File: config.mk
export PLATFORM = sky130hd
export DESIGN_NAME = data_mem_ctrl_flat
export DESIGN_NICKNAME = d
export VERILOG_FILES = /design/src/rtl/data_mem_ctrl_if.sv /design/src/rtl/data_mem_ctrl.sv /design/src/flat_wrapper.sv
export SDC_FILE = /design/constraint.sdc
export NUM_CORES = 1
export LEC_CHECK = 0
export CAP_MARGIN = 30
export CORE_MARGIN = 2
export CORE_UTILIZATION = 45
export CTS_CLUSTER_SIZE = 25
export DETAILED_ROUTE_END_ITERATION = 16
export HOLD_SLACK_MARGIN = 0.08
export PLACE_DENSITY_LB_ADDON = 0.08
export SLEW_MARGIN = 25
export SYNTH_ARGS = -nofsm -noshare
export SYNTH_HDL_FRONTEND = slang
export SYNTH_SLANG_ARGS = --single-unit
export TNS_END_PERCENT = 50
File: constraint.sdc
create_clock -name clk_i -period 2.6 [get_ports clk_i]
set_input_delay 0.52 -clock clk_i [delete_from_list [all_inputs] [get_ports clk_i]]
set_output_delay 0.52 -clock clk_i [all_outputs]
set_load 0.02 [all_outputs]
File: src/rtl/data_mem_ctrl_if.sv
// rtl/data_mem_ctrl_if.sv - load/store request bus and synchronous RAM port bundle
interface data_mem_ctrl_if #(
  parameter int RAM_AWORDS = 10
);
  logic [31:0]           addr_i;
  logic [31:0]           wdata_i;
  logic                  memwrite_i;
  logic                  memread_i;
  logic [2:0]            sign_mask_i;
  logic [31:0]           rdata_o;
  logic [RAM_AWORDS-1:0] ram_addr_o;
  logic [31:0]           ram_wdata_o;
  logic [3:0]            ram_be_o;
  logic                  ram_we_o;
  logic [31:0]           ram_rdata_i;

  modport slave (
    input  addr_i, wdata_i, memwrite_i, memread_i, sign_mask_i, ram_rdata_i,
    output rdata_o, ram_addr_o, ram_wdata_o, ram_be_o, ram_we_o
  );

  modport master (
    output addr_i, wdata_i, memwrite_i, memread_i, sign_mask_i, ram_rdata_i,
    input  rdata_o, ram_addr_o, ram_wdata_o, ram_be_o, ram_we_o
  );
endinterface

File: src/rtl/data_mem_ctrl.sv
// rtl/data_mem_ctrl.sv - data memory controller: RAM window, LED register, cycle counter
module data_mem_ctrl #(
  parameter int          RAM_AWORDS = 10,
  parameter logic [31:0] RAM_BASE   = 32'h0000_1000,
  parameter logic [31:0] MMIO_BASE  = 32'h0000_2000
) (
  input  logic            clk_i,
  input  logic            rstn_i,
  data_mem_ctrl_if.slave  bus,
  output logic [7:0]      led_o,
  output logic            misalign_o
);
  localparam logic [1:0]  REG_NONE = 2'd0;
  localparam logic [1:0]  REG_RAM  = 2'd1;
  localparam logic [1:0]  REG_LED  = 2'd2;
  localparam logic [1:0]  REG_CNT  = 2'd3;
  localparam logic [32:0] RAM_END  = {1'b0, RAM_BASE} + (33'd4 << RAM_AWORDS);
  localparam logic [31:0] CNT_ADDR = MMIO_BASE + 32'd4;

  logic [1:0]  region;
  logic [1:0]  off;
  logic [1:0]  size;
  logic        is_byte;
  logic        is_half;
  logic        mis;
  logic [3:0]  be;
  logic [31:0] wdata;
  logic [31:0] cnt_q;
  logic [1:0]  rd_region_q;
  logic [1:0]  rd_off_q;
  logic [2:0]  rd_sm_q;
  logic        rd_mis_q;
  logic [31:0] rd_snap_q;
  logic [31:0] src;
  logic [7:0]  byte_v;
  logic [15:0] half_v;
  logic [31:0] rdata;

  assign off     = bus.addr_i[1:0];
  assign size    = bus.sign_mask_i[1:0];
  assign is_byte = (size == 2'b01);
  assign is_half = (size == 2'b10);
  // size 00 is treated as a word access
  assign mis     = (is_half && off[0]) || (!is_byte && !is_half && off != 2'b00);

  // Region decode; RAM window checked with a 33-bit end so a window at the top of memory does not wrap
  always_comb begin
    region = REG_NONE;
    if (bus.addr_i >= RAM_BASE && {1'b0, bus.addr_i} < RAM_END)
      region = REG_RAM;
    else if (bus.addr_i[31:2] == MMIO_BASE[31:2])
      region = REG_LED;
    else if (bus.addr_i[31:2] == CNT_ADDR[31:2])
      region = REG_CNT;
  end

  // Byte enables and lane replication of store data
  always_comb begin
    be    = 4'b1111;
    wdata = bus.wdata_i;
    if (is_byte) begin
      be    = 4'b0001 << off;
      wdata = {4{bus.wdata_i[7:0]}};
    end else if (is_half) begin
      be    = 4'b0011 << off;
      wdata = {2{bus.wdata_i[15:0]}};
    end
  end

  assign bus.ram_addr_o  = bus.addr_i[RAM_AWORDS+1:2] - RAM_BASE[RAM_AWORDS+1:2];
  assign bus.ram_be_o    = be;
  assign bus.ram_wdata_o = wdata;
  assign bus.ram_we_o    = rstn_i && bus.memwrite_i && !mis && (region == REG_RAM);

  // Free-running cycle counter, wraps naturally
  always_ff @(posedge clk_i or negedge rstn_i) begin
    if (!rstn_i) cnt_q <= '0;
    else         cnt_q <= cnt_q + 32'd1;
  end

  // LED register only takes stores that cover byte lane 0
  always_ff @(posedge clk_i or negedge rstn_i) begin
    if (!rstn_i)
      led_o <= '0;
    else if (bus.memwrite_i && !mis && region == REG_LED && be[0])
      led_o <= bus.wdata_i[7:0];
  end

  // Sticky misaligned flag, cleared only by reset
  always_ff @(posedge clk_i or negedge rstn_i) begin
    if (!rstn_i)
      misalign_o <= 1'b0;
    else if ((bus.memwrite_i || bus.memread_i) && mis)
      misalign_o <= 1'b1;
  end

  // Capture load context for the result in the next cycle; a store wins over a simultaneous load
  always_ff @(posedge clk_i or negedge rstn_i) begin
    if (!rstn_i) begin
      rd_region_q <= REG_NONE;
      rd_off_q    <= '0;
      rd_sm_q     <= '0;
      rd_mis_q    <= 1'b0;
      rd_snap_q   <= '0;
    end else if (bus.memread_i && !bus.memwrite_i) begin
      rd_region_q <= region;
      rd_off_q    <= off;
      rd_sm_q     <= bus.sign_mask_i;
      rd_mis_q    <= mis;
      rd_snap_q   <= cnt_q;
    end else begin
      rd_region_q <= REG_NONE;
    end
  end

  // Source selection, lane extraction and extension of the load result
  always_comb begin
    case (rd_region_q)
      REG_RAM: src = bus.ram_rdata_i;
      REG_LED: src = {24'b0, led_o};
      REG_CNT: src = rd_snap_q;
      default: src = '0;
    endcase
    if (rd_mis_q) src = '0;
    case (rd_off_q)
      2'd1:    byte_v = src[15:8];
      2'd2:    byte_v = src[23:16];
      2'd3:    byte_v = src[31:24];
      default: byte_v = src[7:0];
    endcase
    half_v = rd_off_q[1] ? src[31:16] : src[15:0];
    case (rd_sm_q[1:0])
      2'b01:   rdata = {{24{rd_sm_q[2] & byte_v[7]}}, byte_v};
      2'b10:   rdata = {{16{rd_sm_q[2] & half_v[15]}}, half_v};
      default: rdata = src;
    endcase
  end

  assign bus.rdata_o = rdata;
endmodule

File: src/flat_wrapper.sv
// flat-port wrapper written by rule: the top's interface ports become plain ports
module data_mem_ctrl_flat 
#(
  parameter int          RAM_AWORDS = 10,
  parameter logic [31:0] RAM_BASE   = 32'h0000_1000,
  parameter logic [31:0] MMIO_BASE  = 32'h0000_2000
)
  (clk_i, rstn_i, led_o, misalign_o, bus_addr_i, bus_wdata_i, bus_memwrite_i, bus_memread_i, bus_sign_mask_i, bus_ram_rdata_i, bus_rdata_o, bus_ram_addr_o, bus_ram_wdata_o, bus_ram_be_o, bus_ram_we_o);
  data_mem_ctrl_if #(.RAM_AWORDS(RAM_AWORDS)) bus_i ();
  input  logic clk_i;
  input  logic rstn_i;
  output logic [7:0] led_o;
  output logic misalign_o;
  input wire logic [$bits(bus_i.addr_i)-1:0] bus_addr_i;
  input wire logic [$bits(bus_i.wdata_i)-1:0] bus_wdata_i;
  input wire logic [$bits(bus_i.memwrite_i)-1:0] bus_memwrite_i;
  input wire logic [$bits(bus_i.memread_i)-1:0] bus_memread_i;
  input wire logic [$bits(bus_i.sign_mask_i)-1:0] bus_sign_mask_i;
  input wire logic [$bits(bus_i.ram_rdata_i)-1:0] bus_ram_rdata_i;
  output wire logic [$bits(bus_i.rdata_o)-1:0] bus_rdata_o;
  output wire logic [$bits(bus_i.ram_addr_o)-1:0] bus_ram_addr_o;
  output wire logic [$bits(bus_i.ram_wdata_o)-1:0] bus_ram_wdata_o;
  output wire logic [$bits(bus_i.ram_be_o)-1:0] bus_ram_be_o;
  output wire logic [$bits(bus_i.ram_we_o)-1:0] bus_ram_we_o;
  assign bus_i.addr_i = bus_addr_i;
  assign bus_i.wdata_i = bus_wdata_i;
  assign bus_i.memwrite_i = bus_memwrite_i;
  assign bus_i.memread_i = bus_memread_i;
  assign bus_i.sign_mask_i = bus_sign_mask_i;
  assign bus_i.ram_rdata_i = bus_ram_rdata_i;
  assign bus_rdata_o = bus_i.rdata_o;
  assign bus_ram_addr_o = bus_i.ram_addr_o;
  assign bus_ram_wdata_o = bus_i.ram_wdata_o;
  assign bus_ram_be_o = bus_i.ram_be_o;
  assign bus_ram_we_o = bus_i.ram_we_o;
  data_mem_ctrl #(.RAM_AWORDS(RAM_AWORDS), .RAM_BASE(RAM_BASE), .MMIO_BASE(MMIO_BASE)) u_core (.clk_i(clk_i), .rstn_i(rstn_i), .bus(bus_i), .led_o(led_o), .misalign_o(misalign_o));
endmodule
# Word-level counts from Yosys, hierarchy flattened
# Cells that the tools add are included.
# W data, S select, Z words.
[op_classes]
add_sub_neg = 1
magnitude_cmp = 2
eq_ne = 14
shifts = 2
n_mux = 13
bitwise_logic = 2
n_reduce_logical = 19
[ops]
columns = ["operator", "n"]
rows = [
  ["$mux W32", 3],
  ["$pmux W32 S3", 1],
  ["$pmux W32 S2", 1],
  ["$eq A30 B12 Y1 const B", 2],
  ["$add A32 B1 Y32 const B", 1],
  ["$ge A32 B13 Y1 const B", 1],
  ["$lt A32 B14 Y1 const B", 1],
  ["$pmux W8 S3", 1],
  ["$mux W16", 1],
  ["$eq A2 B2 Y1 const B", 7],
  ["$logic_and A1 B1 Y1", 12],
  ["$eq A2 B1 Y1 const B", 5],
  ["$mux W2", 4],
  ["$mux W4", 2],
  ["$logic_not A1 Y1", 4],
  ["$shl A1 B2 Y4 const A", 1],
  ["$shl A2 B2 Y4 const A", 1],
  ["$and A1 B1 Y1", 2],
  ["$logic_or A1 B1 Y1", 2],
  ["$reduce_bool A2 Y1", 1],
]
[totals]
regBits = 81
input_bits = 103
out_inout_bits = 88
wordCells = 61

# Logic depth before layout (Yosys ltp)
# Gate-level depths: netlist of run 1.
[logic_depth]
ltp_word = 9
depth_mapped = 8
mapped_depth_nobuf = 7

# Worst setup path before layout of run 1
# No wires, ideal clock.
[synth_timing]
path_kind = "register -> output"
from = "reg u_core.rd_region_q[1]"
to = "out bus_rdata_o[7]"
t_arrival_ns = 1.936
t_required_ns = 2.080
slack_ns = 0.144
path_stages_with_launch = 7
path_buffers = 3
cell_sequence = "dfrtp_1 > buf_2 > buf_2 > nor2b_1 > clkbuf_1 > a22oi_1 > o311ai_0"
[synth_via]
elab_chain_cells = 5
elab_cells_between_ends = 8
classes_between = "3 x eq/ne; 5 x mux"
[synth_rtl]
columns = ["item", "line_no", "rtl"]
rows = [
  ["start, declared", "data_mem_ctrl.sv:29", "logic [1:0] rd_region_q;"],
  ["start signal, assigned", "data_mem_ctrl.sv:106", "rd_region_q <= region;"],
  ["$eq A2 B2 Y1 / $eq A2 B1 Y1 (equally long branches)", "data_mem_ctrl.sv:118", "case (rd_region_q)"],
  ["$pmux W32 S3 (*)", "data_mem_ctrl.sv:118", ""],
  ["$mux W32 (*)", "data_mem_ctrl.sv:124", "if (rd_mis_q) src = '0;"],
  ["$pmux W8 S3 / $mux W16 (equally long branches)", "data_mem_ctrl.sv:125, data_mem_ctrl.sv:131", ""],
  ["$pmux W32 S2 (*)", "data_mem_ctrl.sv:132", "case (rd_sm_q[1:0])"],
  ["end, declared", "flat_wrapper.sv:20", "output wire logic [$bits(bus_i.rdata_o)-1:0] bus_rdata_o;"],
]
# Mark *: on every way between the ends. The rest lies on a longest branch, timed or not.

# Worst setup path in the final report of run 1
[layout_timing]
from = "in bus_ram_rdata_i[7]"
to = "out bus_rdata_o[26]"
[layout_via]
elab_chain_cells = 5
[layout_rtl]
columns = ["item", "line_no", "rtl"]
rows = [
  ["start, declared", "flat_wrapper.sv:19", "input wire logic [$bits(bus_i.ram_rdata_i)-1:0] bus_ram_rdata_i;"],
  ["$pmux W32 S3", "data_mem_ctrl.sv:118", ""],
  ["$mux W32", "data_mem_ctrl.sv:124", ""],
  ["$pmux W8 S3", "data_mem_ctrl.sv:125", "case (rd_off_q)"],
  ["$and A1 B1 Y1", "data_mem_ctrl.sv:133", "2'b01: rdata = {{24{rd_sm_q[2] & byte_v[7]}}, byte_v};"],
  ["$pmux W32 S2", "data_mem_ctrl.sv:132", ""],
]
# Every way passes these cells.

==> results of run 1 <==
layer usage:
layer	routed length, µm	vias up	global-route usage, %
li1	-	2391	-
met5	0	-	0
met3	1120	26	6.97
met1	6740	2398	31.7
met2	9520	199	52.1
met4	405	0	8.97
layout make-up:
type | count | share of cell area, %
clock buffer | 10 | 2.90
clock inverter | 6 | 0.897
inverter | 24 | 1.09
multi-input combinational | 386 | 37.7
sequential | 81 | 24.7
tap | 143 | 2.17
timing repair buffer | 275 | 30.6
worst max path at each step:
stage | startpoint | endpoint | cells after the start
6_report | bus_ram_rdata_i[7] | bus_rdata_o[26] | 9
5_1_grt | bus_ram_rdata_i[7] | bus_rdata_o[22] | 9
4_1_cts | u_core.rd_region_q[1]$_DFF_PN0_ | bus_rdata_o[17] | 9
3_5_place_dp | bus_ram_rdata_i[7] | bus_rdata_o[11] | 7
3_3_place_gp | bus_ram_rdata_i[7] | bus_rdata_o[8] | 7
2_1_floorplan | u_core.rd_region_q[1]$_DFF_PN0_ | bus_rdata_o[7] | 6
layout by cell type (no fill, tap or decap), drive strengths merged, types with 8 or more instances in the layout:
cell type,netlist,routed
clkdlybuf4s15,0,8
nand2b,8,8
mux2,66,66
nand2,61,61
inv,24,27
ha,9,9
o21ai,49,49
nor4,10,10
xnor2,22,22
clkdlybuf4s50,0,126
and3,8,8
dfrtp,81,81
a22oi,10,10
dlygate4sd2,0,22
clkbuf,21,10
nand4,13,13
buf,28,119
nor2,21,21
xor2,8,8
mux2i,24,24
nand3,20,20
registers in the layout (all words and copies together), names as in the netlist:
register and count:
u_core.cnt_q 32, u_core.rd_snap_q 32, u_core.led_o 8, u_core.rd_sm_q 3, u_core.rd_off_q 2, u_core.rd_region_q 2, u_core.misalign_o 1, u_core.rd_mis_q 1
critical path, delay by kind of cell:
kind	cells	cell delay (ns)
AOI/OAI and AO/OA	3	0.56
buffers and inverters	4	0.94
muxes	1	0.30
and+or+nand+nor	1	0.10
stage by stage:
stage | cell area (µm²) | setup slack, ns | setup TNS [ns] | hold WS (ns) | instances
floorplan | 5220 | 0.144 | 0 | 0.224 | 540
global placement | 7680 | -0.661 | -31.33 | 0.459 | 904
detailed placement | 7680 | -0.701 | -32.70 | 0.469 | 904
CTS | 8110 | -0.307 | -7.23 | 0.299 | 923
global route | 8230 | -0.364 | -9.04 | 0.332 | 925
finish | 8230 | -0.333 | -7.09 | 0.294 | 925
report_power, final:
group	total [mW]	switching, mW	internal (mW)
combinational	1.01	0.498	0.511
sequential	1.30	0.0227	1.28
clock	1.32	0.537	0.783
repair_timing:
action,4_1_cts,5_1_grt
gates resized for setup,261,47
gates cloned,1,0
buffers inserted,2,2
pin swaps,11,2
endpoints found under the setup margin,69,42
hold buffers,0,0
logic make-up (layout without fill, tap and decap cells):
logic type	count (synthesis)	in the layout	synth area share (%)
and+or+nand+nor	162	162	15.8
AOI/OAI and AO/OA	95	95	11.7
muxes	90	90	19.5
DFF	81	81	38.8
buffers and inverters	73	315	6.95
xor gates and xnor gates	30	30	5.03
adders and majority gates	9	9	2.16
==> metrics list, run 1 <==
- The repair_antennas step left the layout with diodes totalling 0.
- The first detailed-routing pass ran for 7 iterations.
- The die is between 100 and 150 µm tall.
- Ordered list of cells on the worst path: clkdlybuf4s50_1 -> mux2_4 -> a22oi_2 -> nand2_1 -> buf_4 -> a41oi_4 -> buf_6 -> o21ai_1 -> buf_2
- The number of global-route vias before repair was around 5.2k.
* Synth async-reset ratio: 100%
- For the pin with the worst max-slew slack, the measured transition is 0.529 ns.
- Setup violations, final: 29
- Class of the tightest hold or removal check: primary input to asynchronous set/reset pin
- In the final routed layout, each cell accounts on average for around 19 µm.
- In this run the standard cell core region covers 11400 µm².
- Total clock buffers created by CTS: 9
- Number of max-slew violations in the final report: 0
* Total power: around 3.6 mW
* Final critical-path setup slack: -0.333 ns
- First-pass GRT wire length: about 27000 µm
- IR analysis of the VDD net gives a maximum drop of between 0.0003 and 0.0004 V.
* # port buffers: 190
- For flop-to-flop paths, the worst setup slack is between 0.5 and 0.6 ns.
- Area taken by flip-flops and latches: approximately 2000 µm²
- Leading cell types by count after synthesis: dfrtp_1, nand2_1, mux2_2
- Cell type of the slowest stage on the worst timing path: clkdlybuf4s50_1
- Area share of the leading cell type in the synthesized netlist: between 30 and 40%
- Combined area of the multi-input logic cells: about 3100 µm²
* WP data required: around 2.1 ns
- The most used flip-flop cell after synthesis is dfrtp_1.
- between 150 and 200 I/O pins were placed.
* Synth cell types: 45
- Power per Cell Area: about 440 nW/µm²
- Most common cell in the synthesized netlist: dfrtp_1
- Clock transition at path regs: about 0.060 ns
- Total wire length after detailed routing: between 15000 and 20000 µm
- Total global routing overflow: 0
* Static power due to leakage: 3.72 nW
- Synth Register Bits: 81
- Clock latency on the worst-skew pair: between 0.3 and 0.4 ns
* Nets in the synthesized netlist: between 600 and 700
* Starting density of the core: roughly 46%
* Root Buffer: clkbuf_16
* Arrival time of data at the critical path endpoint: roughly 2.4 ns
* Number of placement rows: 39
- Unrepaired setup endpoints after global routing: true
- Status: complete, but fails checks
- Across the routed clock network, the largest skew measured is approximately 0.0065 ns.
- Once detail routing completed, the nets flagged for antenna violations numbered 0.
- Entering global routing, the biggest net connects 47 pins.
* Placed wire-length estimate: between 10000 and 15000 µm
- Startpoint class of the critical path: primary input
- The final reports fail on setup timing.
* Max_cap viols: 0
- In this run the horizontal extent of the chip is approximately 110 µm.
- The worst path uses 113% of the clock period.
- Total global-route track usage: between 20 and 30%
- TritonCTS built the clock tree.
- DR iter-0 viols: about 340
* Antenna violations before repair: 0
* Post-synthesis sequential area ratio: about two fifths
* Area Growth Syn to Fin: 57.7%
* Worst setup path class: primary input to primary output
- Of the cells placed in the final design, the portion with a size suffix greater than 1 is between 30% and 40%.
- Upper clock frequency limit: around 0.34 GHz
- Fill cells in the final layout number slightly below 900.
* Number of vias per cell after detailed routing: approximately 5.4
- Each instance of the synthesized netlist takes up on average between 9 and 10 µm².
- Launch point of the worst reg-to-reg path: u_core.cnt_q[0]$_DFF_PN0_
- After technology mapping, the gate count stands at 540.
- In this run the tightest slew margin relative to its limit is ~65%.
- The routed layout has between 5k and 6k vias.
* Warning count from the yosys run: 0
- Clock Path Buffers: 2
* GP Congestion: slightly above 0.9
- Once layout is complete, the utilization of the core stands at 72.4%.
- Sorting the synthesized cells by area gives the leading types as dfrtp_1, mux2_2, mux2i_1, o21ai_0, nand2_1.
- Summed instance area of the synthesized netlist: ~5200 µm²
* Shortest period the worst path allows: 2.93 ns
- The worst register-to-register path ends at u_core.cnt_q[22]$_DFF_PN0_.
- The final hold violation count is 0.
- The number of cells on the worst reg-to-reg path is 6.
- DRC errors left: 0
- H-tree depth: 3
- Count of nets after finishing: ~890
- Floorplan die area: around 12000 µm²
- Most area-hungry cell type in the Yosys netlist: dfrtp_1
- Count of clock tree sinks: 81
* Worst setup EP type: primary output
- Yosys mapped a number of flops with a built-in enable equal to 0.
- Largest stage delay on the critical path: ~0.42 ns
- Of all nets on the critical path, the largest fanout is 6.
Note: power is estimated with default switching activity, not from simulation.
==> inputs of run 2 (changes only) <==
--- a/config.mk
+++ b/config.mk
@@ -5,11 +5,13 @@
 export SDC_FILE = /design/constraint.sdc
 export NUM_CORES = 1
 export LEC_CHECK = 0
+export ABC_CLOCK_PERIOD_IN_PS = 2600
 export CAP_MARGIN = 30
 export CORE_MARGIN = 2
 export CORE_UTILIZATION = 45
 export CTS_CLUSTER_SIZE = 25
 export DETAILED_ROUTE_END_ITERATION = 16
+export GPL_ROUTABILITY_DRIVEN = 0
 export HOLD_SLACK_MARGIN = 0.08
 export PLACE_DENSITY_LB_ADDON = 0.08
 export SLEW_MARGIN = 25
==> metrics list, run 2 (synthesized netlist as in run 1, its figures left out) <==
* Status: complete, but fails checks
- The final reports fail on setup timing.
* Fin crit share: 109%
* Number of antenna-violating nets in the routed design: 0
- Startpoint class of the critical path: flip-flop
- The routed layout has just over 5k vias.
* Post-DR wirelength/cell: 19.7 µm
- Entering global routing, the biggest net connects 51 pins.
- Total global-route track usage: between 20% and 30%
- Core Footprint: about 11000 µm²
- Switching share of power: between 20% and 30%
- Die height: roughly 110 µm
- Met1 layer usage reported by global route: 33.4%
- Data on the critical path is required at its endpoint by 2.08 ns.
- Summing all flip-flop and latch instances after layout gives 2030 µm².
- Upper clock frequency limit: about 0.35 GHz
- Total wire length after detailed routing: about 18000 µm
- WHS: between 0.3 and 0.4 ns
* Headroom to the max-slew limit: between 50% and 60%
* Worst setup EP type: primary output
- In this run the most used layer during global routing was met2.
- Number of filler cells placed in the layout: roughly 760
- First-pass GRT wire length: between 20000 and 30000 µm
- Most used cells in the layout excluding fill and tap cells: clkdlybuf4s50_1, dfrtp_1, buf_4
- Total clock buffers created by CTS: 9
- Unrepaired setup endpoints after global routing: true
- Starting density of the core: a little under half
* DRC errors left: 0
* Clock power frac: roughly two fifths
- Number of vias per cell after detailed routing: about 5.5
- Floorplan die area: roughly 12000 µm²
- Row generation in the floorplan step produced 39 rows.
- Power per Cell Area: between 400 and 500 nW/µm²
- In this run the tool buffered the top-level ports with 190 buffer cells.
- Worst setup endpoint: bus_rdata_o[16]
* Class of the tightest hold or removal check: primary input to asynchronous set/reset pin
- Count of clock tree sinks: 81
- Transition time at the pin with the least slew margin: 0.618 ns
- Number of inserted diodes: 0
- Clock Path Buffers: 2
- Combinational Power Share: between 20% and 30%
- Registers with the most flip-flops: u_core.cnt_q x32, u_core.rd_snap_q x32, u_core.led_o x8
- Along the worst path, the maximum fanout reaches 5.
* Worst IR Drop VDD: about 0.00031 V
* # IOs: roughly 190
* Static power due to leakage: between 3 and 4 nW
- Die X-Extent: between 100 and 150 µm
- Hold Fails Final Rpt: 0
* Clock tree from TritonCTS: done
- For the worst-skew pair, the clock arrives at the later sink with an insertion delay of 0.34 ns.
- In this run, the number of DRC markers left after iteration 0 of detailed routing was approximately 400.
- The H-tree was split into 3 levels.
- Vias in the first global route: 5332
- Setup violations, final: 32
- Clock transition at path regs: 0.06 ns
- Summed over all layers, the global routing overflow is 0.
- At the placement stage, the worst setup path has a slack of -0.702 ns.
- The number of pins with negative max-slew slack in the final report is 0.
- For this run, global-route usage on met2 was measured as between 50% and 60%.
* RR Endpoint: u_core.cnt_q[31]$_DFF_PN0_
- Leaving out fill and tap cells, the most frequent cell in the layout is clkdlybuf4s50_1.
- Between clock sinks in the finished design, the worst skew comes to around 0.0051 ns.
- Data arrives at the worst endpoint at between 2 and 2.5 ns.
- Cell internal power was estimated by the tool at approximately 2.7 mW.
* Antenna violations before repair: 0
- From synthesis to final layout, the design area changed by 61.1%.
- The routed design could run at a clock period as short as approximately 2.8 ns.
- For this run, the share of the core covered by cells in the final layout is 73.9%.
- Net switching power figure: roughly 1.1 mW
* Combined area of the multi-input logic cells: between 3000 and 4000 µm²
* Startpoint of the worst setup timing path: u_core.rd_region_q[1]$_DFF_PN0_
* Count of nets after finishing: 889
- Worst reg-to-reg setup slack: between 0.5 and 0.6 ns
- The tool flagged a number of max-cap violations equal to 0.
* Sequential Power Share: approximately a third
- Register-to-Register Path Depth: 5
- The worst setup path is of the flip-flop to primary output kind.
- Placed wire-length estimate: 13700 µm
- First-pass iteration count of the detailed router: 5
* Root Buffer: clkbuf_16
- For this run, global-route usage on met3 was measured as under 10%.
- Ratio of cells with drive above 1 in the final layout: 34.9%
- Final critical-path setup slack: -0.231 ns
- Launch point of the worst reg-to-reg path: u_core.cnt_q[2]$_DFF_PN0_
## run 2: cell types whose count changed in the layout (fill, tap and decap cells not counted), moves of 3 or more
cell	previous run	this run
buf_12	5	1
buf_2	19	1
buf_6	19	40
clkbuf_2	0	8
clkdlybuf4s15_1	5	0
clkdlybuf4s15_2	3	0
nand2_2	1	4
o21ai_1	17	6
o21ai_2	8	19
## run 2: repair_timing
action,CTS,global route
pin swaps,16,10
resized for setup,323,53
setup endpoints to repair,69,41
hold buffers,0,0
gates cloned,1,0
buffers inserted,8,3
## run 2: metrics by stage
| stage | setup TNS, ns | cells | power, mW | instance area (µm²) |
|---|---|---|---|---|
| 6_report | -5.80 | 925 | 3.80 | 8410 |
| 5_1_grt | -7.70 | 925 | 3.93 | 8410 |
| 4_1_cts | -4.31 | 923 | 3.77 | 8240 |
| 3_5_place_dp | -31.37 | 899 | 2.27 | 7610 |
| 3_3_place_gp | -30.01 | 899 | 2.26 | 7610 |
| 2_1_floorplan | 0 | 540 | 1.74 | 5220 |
## run 2: power by group through the flow
stage | sequential, mW | combinational, mW | clock [mW]
after floorplan | 1.31 | 0.421 | 0
after global placement | 1.32 | 0.940 | 0
after detailed placement | 1.32 | 0.947 | 0
after CTS | 1.30 | 0.997 | 1.47
after global routing | 1.31 | 1.10 | 1.52
final | 1.31 | 1.04 | 1.46
## run 2: area by class of cell
class / count / area share, %
clock inverter: 6 / 1.37
inverter: 24 / 1.07
clock buffer: 10 / 2.72
timing repair buffer: 275 / 30.4
tap: 143 / 2.13
sequential: 81 / 24.1
multi-input combinational: 386 / 38.2
## run 2: how the worst min path moves through the flow
stage | to | slack, ns
2_1_floorplan | u_core.cnt_q[0]$_DFF_PN0_ | 0.22
3_3_place_gp | u_core.cnt_q[31]$_DFF_PN0_ | 0.46
3_5_place_dp | u_core.cnt_q[31]$_DFF_PN0_ | 0.46
4_1_cts | u_core.rd_snap_q[12]$_DFFE_PN0P_ | 0.36
5_1_grt | u_core.rd_snap_q[14]$_DFFE_PN0P_ | 0.39
6_report | u_core.rd_snap_q[12]$_DFFE_PN0P_ | 0.34
## run 2: critical path, stage by stage (launching register included)
cell     delay [ns]
dfrtp_2        0.45
buf_6          0.13
mux2_4         0.33
buf_6          0.13
mux2i_4        0.19
nor4_4         0.06
a41oi_4        0.28
buf_6          0.18
o21ai_2        0.06
buf_6          0.15
## run 2: metal layers
layer | share of wire (%) | vias to the layer above
met5 | 0 | -
met4 | 3.0 | 0
met3 | 6.2 | 33
met2 | 53 | 226
met1 | 38 | 2436
li1 | - | 2383
==> inputs of run 3 (changes only) <==
--- a/config.mk
+++ b/config.mk
@@ -6,7 +6,6 @@
 export NUM_CORES = 1
 export LEC_CHECK = 0
 export ABC_CLOCK_PERIOD_IN_PS = 2600
-export CAP_MARGIN = 30
 export CORE_MARGIN = 2
 export CORE_UTILIZATION = 45
 export CTS_CLUSTER_SIZE = 25
==> results of run 3 <==
Same layout as run 2: the final DEF is identical, and so are final timing and power.
